File: src/rtl/mem_arbiter.sv
`default_nettype none
// +--------------------------------------------------------------------------+
// | Module   : mem_arbiter                                                   |
// | Brief    : Arbitrates an instruction-fetch port and a load/store port    |
// |            onto one downstream memory port. The downstream request is    |
// |            registered and held for the whole transaction; a busy-cycle   |
// |            watchdog aborts transactions that never see mem_ready.        |
// | Options  : MEM_ARB_RR_EN - round-robin between fetch and data when both  |
// |            request together (default build: data has fixed priority).    |
// | Revision : 1.0 - initial release                                         |
// +--------------------------------------------------------------------------+
module mem_arbiter #(
    parameter int TIMEOUT_CYCLES = 255
) (
    input  logic        clk,
    input  logic        rst,
    // fetch port
    input  logic        i_read_valid,
    input  logic [31:0] i_addr,
    output logic [31:0] i_read_data,
    output logic        i_ready,
    output logic        i_err,
    // data port
    input  logic        d_read_valid,
    input  logic        d_write_valid,
    input  logic [31:0] d_addr,
    input  logic [1:0]  d_width,
    input  logic [31:0] d_write_data,
    output logic [31:0] d_read_data,
    output logic        d_ready,
    output logic        d_err,
    // downstream memory port
    output logic        mem_read_valid,
    output logic        mem_write_valid,
    output logic [31:0] mem_addr,
    output logic [1:0]  mem_width,
    output logic [31:0] mem_write_data,
    input  logic [31:0] mem_read_data,
    input  logic        mem_ready
);

    localparam int                 c_cnt_w   = (TIMEOUT_CYCLES < 2) ? 1 : $clog2(TIMEOUT_CYCLES + 1);
    localparam logic [c_cnt_w-1:0] c_timeout = c_cnt_w'(TIMEOUT_CYCLES);
    localparam bit                 c_wd_en   = (TIMEOUT_CYCLES != 0);

    typedef enum logic [1:0] {
        IDLE   = 2'd0,
        BUSY_I = 2'd1,
        BUSY_D = 2'd2
    } state_t;

    state_t             r_state;
    logic [c_cnt_w-1:0] r_cnt;
    logic               r_mem_read_valid;
    logic               r_mem_write_valid;
    logic [31:0]        r_mem_addr;
    logic [1:0]         r_mem_width;
    logic [31:0]        r_mem_write_data;

    logic               w_req_d;
    logic               w_grant_d;
    logic               w_timeout;
    logic               w_busy_i;
    logic               w_busy_d;

    assign w_req_d = d_read_valid | d_write_valid;

`ifdef MEM_ARB_RR_EN
    // Remembers whether the most recent grant went to the data port.
    logic r_last_d;
    assign w_grant_d = w_req_d & (~i_read_valid | ~r_last_d);
`else
    assign w_grant_d = w_req_d;
`endif

    assign w_timeout = c_wd_en & (r_cnt == c_timeout);

    // Completion/abort strobes are combinational from mem_ready and are
    // masked during reset so an abandoned transaction never reports.
    assign w_busy_i = ~rst & (r_state == BUSY_I);
    assign w_busy_d = ~rst & (r_state == BUSY_D);

    assign i_ready     = w_busy_i & mem_ready;
    assign i_err       = w_busy_i & ~mem_ready & w_timeout;
    assign i_read_data = i_ready ? mem_read_data : 32'd0;

    assign d_ready     = w_busy_d & mem_ready;
    assign d_err       = w_busy_d & ~mem_ready & w_timeout;
    assign d_read_data = d_ready ? mem_read_data : 32'd0;

    assign mem_read_valid  = r_mem_read_valid;
    assign mem_write_valid = r_mem_write_valid;
    assign mem_addr        = r_mem_addr;
    assign mem_width       = r_mem_width;
    assign mem_write_data  = r_mem_write_data;

    // Arbitration FSM: capture the winning request in IDLE, hold it while
    // busy, release on mem_ready (which beats a same-cycle timeout).
    always_ff @(posedge clk) begin
        if (rst) begin
            r_state           <= IDLE;
            r_cnt             <= '0;
            r_mem_read_valid  <= 1'b0;
            r_mem_write_valid <= 1'b0;
            r_mem_addr        <= 32'd0;
            r_mem_width       <= 2'b00;
            r_mem_write_data  <= 32'd0;
`ifdef MEM_ARB_RR_EN
            r_last_d          <= 1'b0;
`endif
        end else begin
            case (r_state)
                IDLE: begin
                    if (i_read_valid || w_req_d) begin
                        r_cnt <= '0;
`ifdef MEM_ARB_RR_EN
                        r_last_d <= w_grant_d;
`endif
                        if (w_grant_d) begin
                            // A simultaneous read+write request is a write.
                            r_state           <= BUSY_D;
                            r_mem_read_valid  <= ~d_write_valid;
                            r_mem_write_valid <= d_write_valid;
                            r_mem_addr        <= d_addr;
                            r_mem_width       <= d_width;
                            r_mem_write_data  <= d_write_data;
                        end else begin
                            r_state           <= BUSY_I;
                            r_mem_read_valid  <= 1'b1;
                            r_mem_write_valid <= 1'b0;
                            r_mem_addr        <= i_addr;
                            r_mem_width       <= 2'b10;
                            r_mem_write_data  <= 32'd0;
                        end
                    end
                end
                BUSY_I, BUSY_D: begin
                    if (mem_ready || w_timeout) begin
                        r_state           <= IDLE;
                        r_cnt             <= '0;
                        r_mem_read_valid  <= 1'b0;
                        r_mem_write_valid <= 1'b0;
                    end else begin
                        r_cnt <= r_cnt + 1'b1;
                    end
                end
                default: begin
                    r_state           <= IDLE;
                    r_mem_read_valid  <= 1'b0;
                    r_mem_write_valid <= 1'b0;
                end
            endcase
        end
    end

endmodule
`default_nettype wire
File: config.mk
export PLATFORM = sky130hd
export DESIGN_NAME = mem_arbiter
export DESIGN_NICKNAME = d
export VERILOG_FILES = /design/src/rtl/mem_arbiter.sv
export SDC_FILE = /design/constraint.sdc
export NUM_CORES = 1
export LEC_CHECK = 0
export ABC_AREA = 1
export CORE_AREA = 2 2 106 108
export CTS_BUF_LIST = sky130_fd_sc_hd__clkbuf_8
export DETAILED_ROUTE_END_ITERATION = 16
export DIE_AREA = 0 0 108 110
export PLACE_DENSITY = 0.9
export SLEW_MARGIN = 5
export SYNTH_ARGS = -nofsm -noshare
export SYNTH_HDL_FRONTEND = slang
export SYNTH_SLANG_ARGS = --single-unit
File: constraint.sdc
create_clock -name clk -period 2.1 [get_ports clk]
set_input_delay 0.63 -clock clk [delete_from_list [all_inputs] [get_ports clk]]
set_output_delay 0.63 -clock clk [all_outputs]
set_load 0.01 [all_outputs]
Yosys cells after proc, flatten, opt, wreduce, memory -nomap -nowiden
Cells that the tools add are included.
Storage, ports and cells
  bits in registers: 78
  output and inout bits: 136
  word-level logic and storage cells: 52
Cells by class
  add/subtract/negate cells: 1
  equal/unequal tests: 5
  mux-type cells: 19
  bitwise operators: 12
  reductions and logical operators: 8
Operators with widths (number)
  2-to-1 mux 32 bit: 4
  2-to-1 mux 8 bit: 2
  one-hot mux 8 bit (2 select lines): 1
  adder 8 x 1 -> 8 bit (second input constant): 1
  bitwise AND 1 bit: 8
  == test 8 bit (second input constant): 1
  2-to-1 mux 2 bit: 4
  AND reduction 2 bit: 3
  2-to-1 mux 1 bit: 5
  != test 2 bit (second input constant): 2
  one-hot mux 1 bit (2 select lines): 2
  one-hot mux 2 bit (2 select lines): 1
  inverter 1 bit: 3
  == test 2 x 1 -> 1 bit (second input constant): 1
  == test 2 bit (second input constant): 1
  zero test 2 bit: 1
  logical OR 1 bit: 2
  nonzero test 2 bit: 1
  OR reduction 2 bit: 1
  bitwise OR 1 bit: 1

Logic depth before layout (Yosys ltp)
  depth in word-level cells: 4
  mapped depth: 9

Worst setup path after synthesis
No wires, ideal clock.
  path type: in2out
  start: in mem_ready
  end: out d_read_data[10]
  data arrival time: 1.566 ns
  data required time: 1.470 ns
  setup slack: -0.096 ns
  stages on the path: 5
  path through: inv_1 -> nor3_1 -> inv_1 -> clkbuf_1 -> nor2_1
Between the ends
  longest elaborated chain between the ends: 2
Ends and longest elaborated chain
  start: declaration: RTL line 39  | input logic mem_ready
  bitwise AND 1 bit: RTL line 87  | assign d_ready = w_busy_d & mem_ready;
  net d_ready: RTL line 30  | output logic d_ready,
  2-to-1 mux 32 bit: RTL line 89  | assign d_read_data = d_ready ? mem_read_data : 32'd0;
  end: declaration: RTL line 29  | output logic [31:0] d_read_data,
The timed path passes the listed nets, and every way through them passes these cells.

Worst setup path in the final report
  start: in mem_ready
  end: out d_read_data[28]
Between the ends
  longest elaborated chain between the ends: 2
Ends and longest elaborated chain (RTL line)
  bitwise AND 1 bit: 87
  2-to-1 mux 32 bit: 89
Every way passes these cells.

==> results.yml <==
placement:
  pre_cts_ws_ns: -0.914
  place.gp.congestion: 0.803
  io_buffers: 271
  placed_area_mm2: 0.00672
  dp.final_hpwl_um: 10800
job:
  max_cap_violations: 0
floorplan:
  ioPinCount: 272
  die_w_um: 108
  coreArea_mm2: 0.0107
  die_height_um: 110
  start_util_pct: 34.3
  die_area_mm2: 0.0119
  rows: 38
finish:
  seq_area_mm2: 0.00157
  fin_nets: 965
  fin_area_mm2: 0.00693
  fin_util_pct: 64.8
  drive_gt1_share_pct: 20.7
  multi_input_area_mm2: 0.00190
  synthToLayoutAreaGrowth_pct: 88.9
  fill_cells: 920
synth:
  yosysWarnings: 0
  syn-num-nets: 677
  synth_cells: 537
  yosysMostFrequentCell: "nand2_1"
  yosysTopAreaCellShare_pct: 42.6
  ys_seq_area_share_pct: 42.6
  synth-edff-count: 0
  ys_seq_elements: 78
  yosys-top-cells-area: "dfxtp_1, nand2_1, o21ai_0"
  synth_common_cells: "nand2_1, nor2_1, dfxtp_1"
  synth_cell_types: 30
  synthFlopType: "dfxtp_1"
  synth_largest_area_cell: "dfxtp_1"
  synthArstFlopShare_pct: 0
  syn-mean-instance-area_um2: 6.83
  synth_area_mm2: 0.00367
drt:
  postRouteAntennaNets: 0
  wl_um: 14800
  vias: 4635
  drtIter0Drc: 190
  dr.pass1.iters: 6
  wl_per_cell_um: 15.2
  vias_per_cell: 4.76
  drc: 0
global_route:
  top_usage_layer: "met2"
  antenna_found_initial: 5
  grt_pass1_vias: 4540
  grt_max_degree: 44
  grt_pass1_wl_um: 22300
  overflow: 0
  track_usage_pct: 24.3
  grt_use_met3_pct: 8.82
  gr-usage-met1_pct: 22.3
  met2_usage_pct: 46.5
sta:
  slew_violations: 0
  setup_ws_ns: -0.233
  min_period_ns: 2.33
  timing.final.crit_share_pct: 111
  max_slew_margin_pct: 73.0
  hold_viol: 0
  clock_skew_ns: 0.00772
  worst_pin_slew_ns: 0.401
  rsz0062_at_grt: "true"
  setup_viol: 64
  fmax_mhz: 429
  whs_ns: 0.462
pwr:
  p_comb_share_pct: 38.5
  power_frac_seq_pct: 40.1
  power_switching_share_pct: 32.7
  power.switching_mw: 1.46
  power_density_mw_per_mm2: 646
  p_int_mw: 3.01
  irDropWorstVdd_v: 0.000420
  clkPwrFrac_pct: 21.3
  p_leak_nw: 3.01
worst_setup_path:
  worstPathArrival_ns: 1.70
  required_ns: 1.47
  critPathLaunchType: "primary input"
  path_class: "primary input to output port"
  cp_max_fo: 7
  endpoint_kind: "output port"
cts:
  cts_buffers: 9
  h-tree-depth: 3
  cts_tree: "done"
  cts-root-buf: "clkbuf_8"
  clockBufferDepth: 2
  holdBufCountCts: 0
  path_clk_slew_ns: 0.07
  insertion_delay_ns: 0.34
  cts_num_sinks: 78
worst_hold_path:
  hold_path.class: "flop to flop"
run_status:
  violations: "negative setup slack"
  outcome: "finished with violations"
[cell type report]
class | instances | share of cell area [%]
clock buffer | 9 | 1.79
timing repair buffer | 313 | 42.2
sequential | 78 | 22.6
inverter | 48 | 2.71
tap | 140 | 2.53
multi-input combinational | 375 | 27.4
antenna | 5 | 0.181
clock inverter | 6 | 0.560
[cell usage in the layout, fill, tap and decap left out, drive strengths merged]
cell type / count
clkdlybuf4s50: 201
nand2: 132
buf: 110
nor2: 82
dfxtp: 78
o21ai: 67
inv: 48
a21oi: 41
a31oi: 32
clkbuf: 9
nand3: 8
diode: 5
ha: 4
clkinv: 4
nor3: 3
nand3b: 2
clkinvlp: 2
nor3b: 1
xor2: 1
or2: 1
nand4: 1
dlygate4sd2: 1
clkdlybuf4s15: 1
[final timing paths]
| path | slack, ns | cells past startpoint | from | to |
|---|---|---|---|---|
| hold / removal | 0.46 | 2 | mem_read_valid$_SDFFE_PP0P_ | mem_read_valid$_SDFFE_PP0P_ |
| hold reg to reg | 0.46 | 2 | mem_read_valid$_SDFFE_PP0P_ | mem_read_valid$_SDFFE_PP0P_ |
| setup / recovery | -0.23 | 7 | mem_ready | d_read_data[28] |
| setup reg to reg | 0.29 | 10 | r_state[0]$_SDFFE_PP0P_ | mem_write_data[3]$_SDFFE_PP0P_ |
[power groups by stage]
| stage | clock (mW) | combinational (mW) | sequential, mW |
|---|---|---|---|
| final | 0.955 | 1.72 | 1.80 |
| after global routing | 1.06 | 1.88 | 1.82 |
| after CTS | 0.999 | 1.73 | 1.79 |
| after detailed placement | 0 | 1.68 | 1.82 |
| after global placement | 0 | 1.66 | 1.81 |
| after floorplan | 0 | 0.640 | 1.90 |
[registers in the layout (all words and copies together), names as in the netlist]
name / cells
mem_addr: 32
mem_write_data: 32
r_cnt: 8
mem_width: 2
r_state: 2
mem_read_valid: 1
mem_write_valid: 1
[layer usage]
layer  up-vias  share of wire, %
met2       225                53
met4         0               4.1
met3        33               9.9
met1      2054                33
li1       2323                 -
met5         -                 0
[critical path: stages]
cell and delay [ns]:
dlygate4sd2_1 0.23, inv_2 0.08, nor3_4 0.24, inv_4 0.12, buf_16 0.16, nor2_1 0.10
buf_2 0.14
[kinds of logic after synthesis]
| logic type | Yosys count | synth area share, % |
|---|---|---|
| AOI/OAI and AO/OA | 140 | 20.8 |
| xor gates and xnor gates | 1 | 0.239 |
| adders and majority gates | 4 | 1.36 |
| buffers and inverters | 84 | 9.61 |
| DFF | 78 | 42.6 |
| and+or+nand+nor | 230 | 25.4 |
[stage by stage]
| step | power [mW] | instances | TNS (ns) |
|---|---|---|---|
| finish | 4.48 | 974 | -9.90 |
| global route | 4.76 | 974 | -13.26 |
| CTS | 4.52 | 968 | -9.46 |
| detailed placement | 3.50 | 942 | -54.96 |
| global placement | 3.47 | 942 | -50.72 |
| floorplan | 2.54 | 537 | -0.617 |
[repair_timing]
action	4_1_cts	5_1_grt
cloned	4	0
pin swaps	8	4
setup buffers	8	3
endpoints found under the setup margin	68	68
gates resized for setup	331	8
endpoints found under the hold margin	0	0
Power figures use the tool's default switching activity.
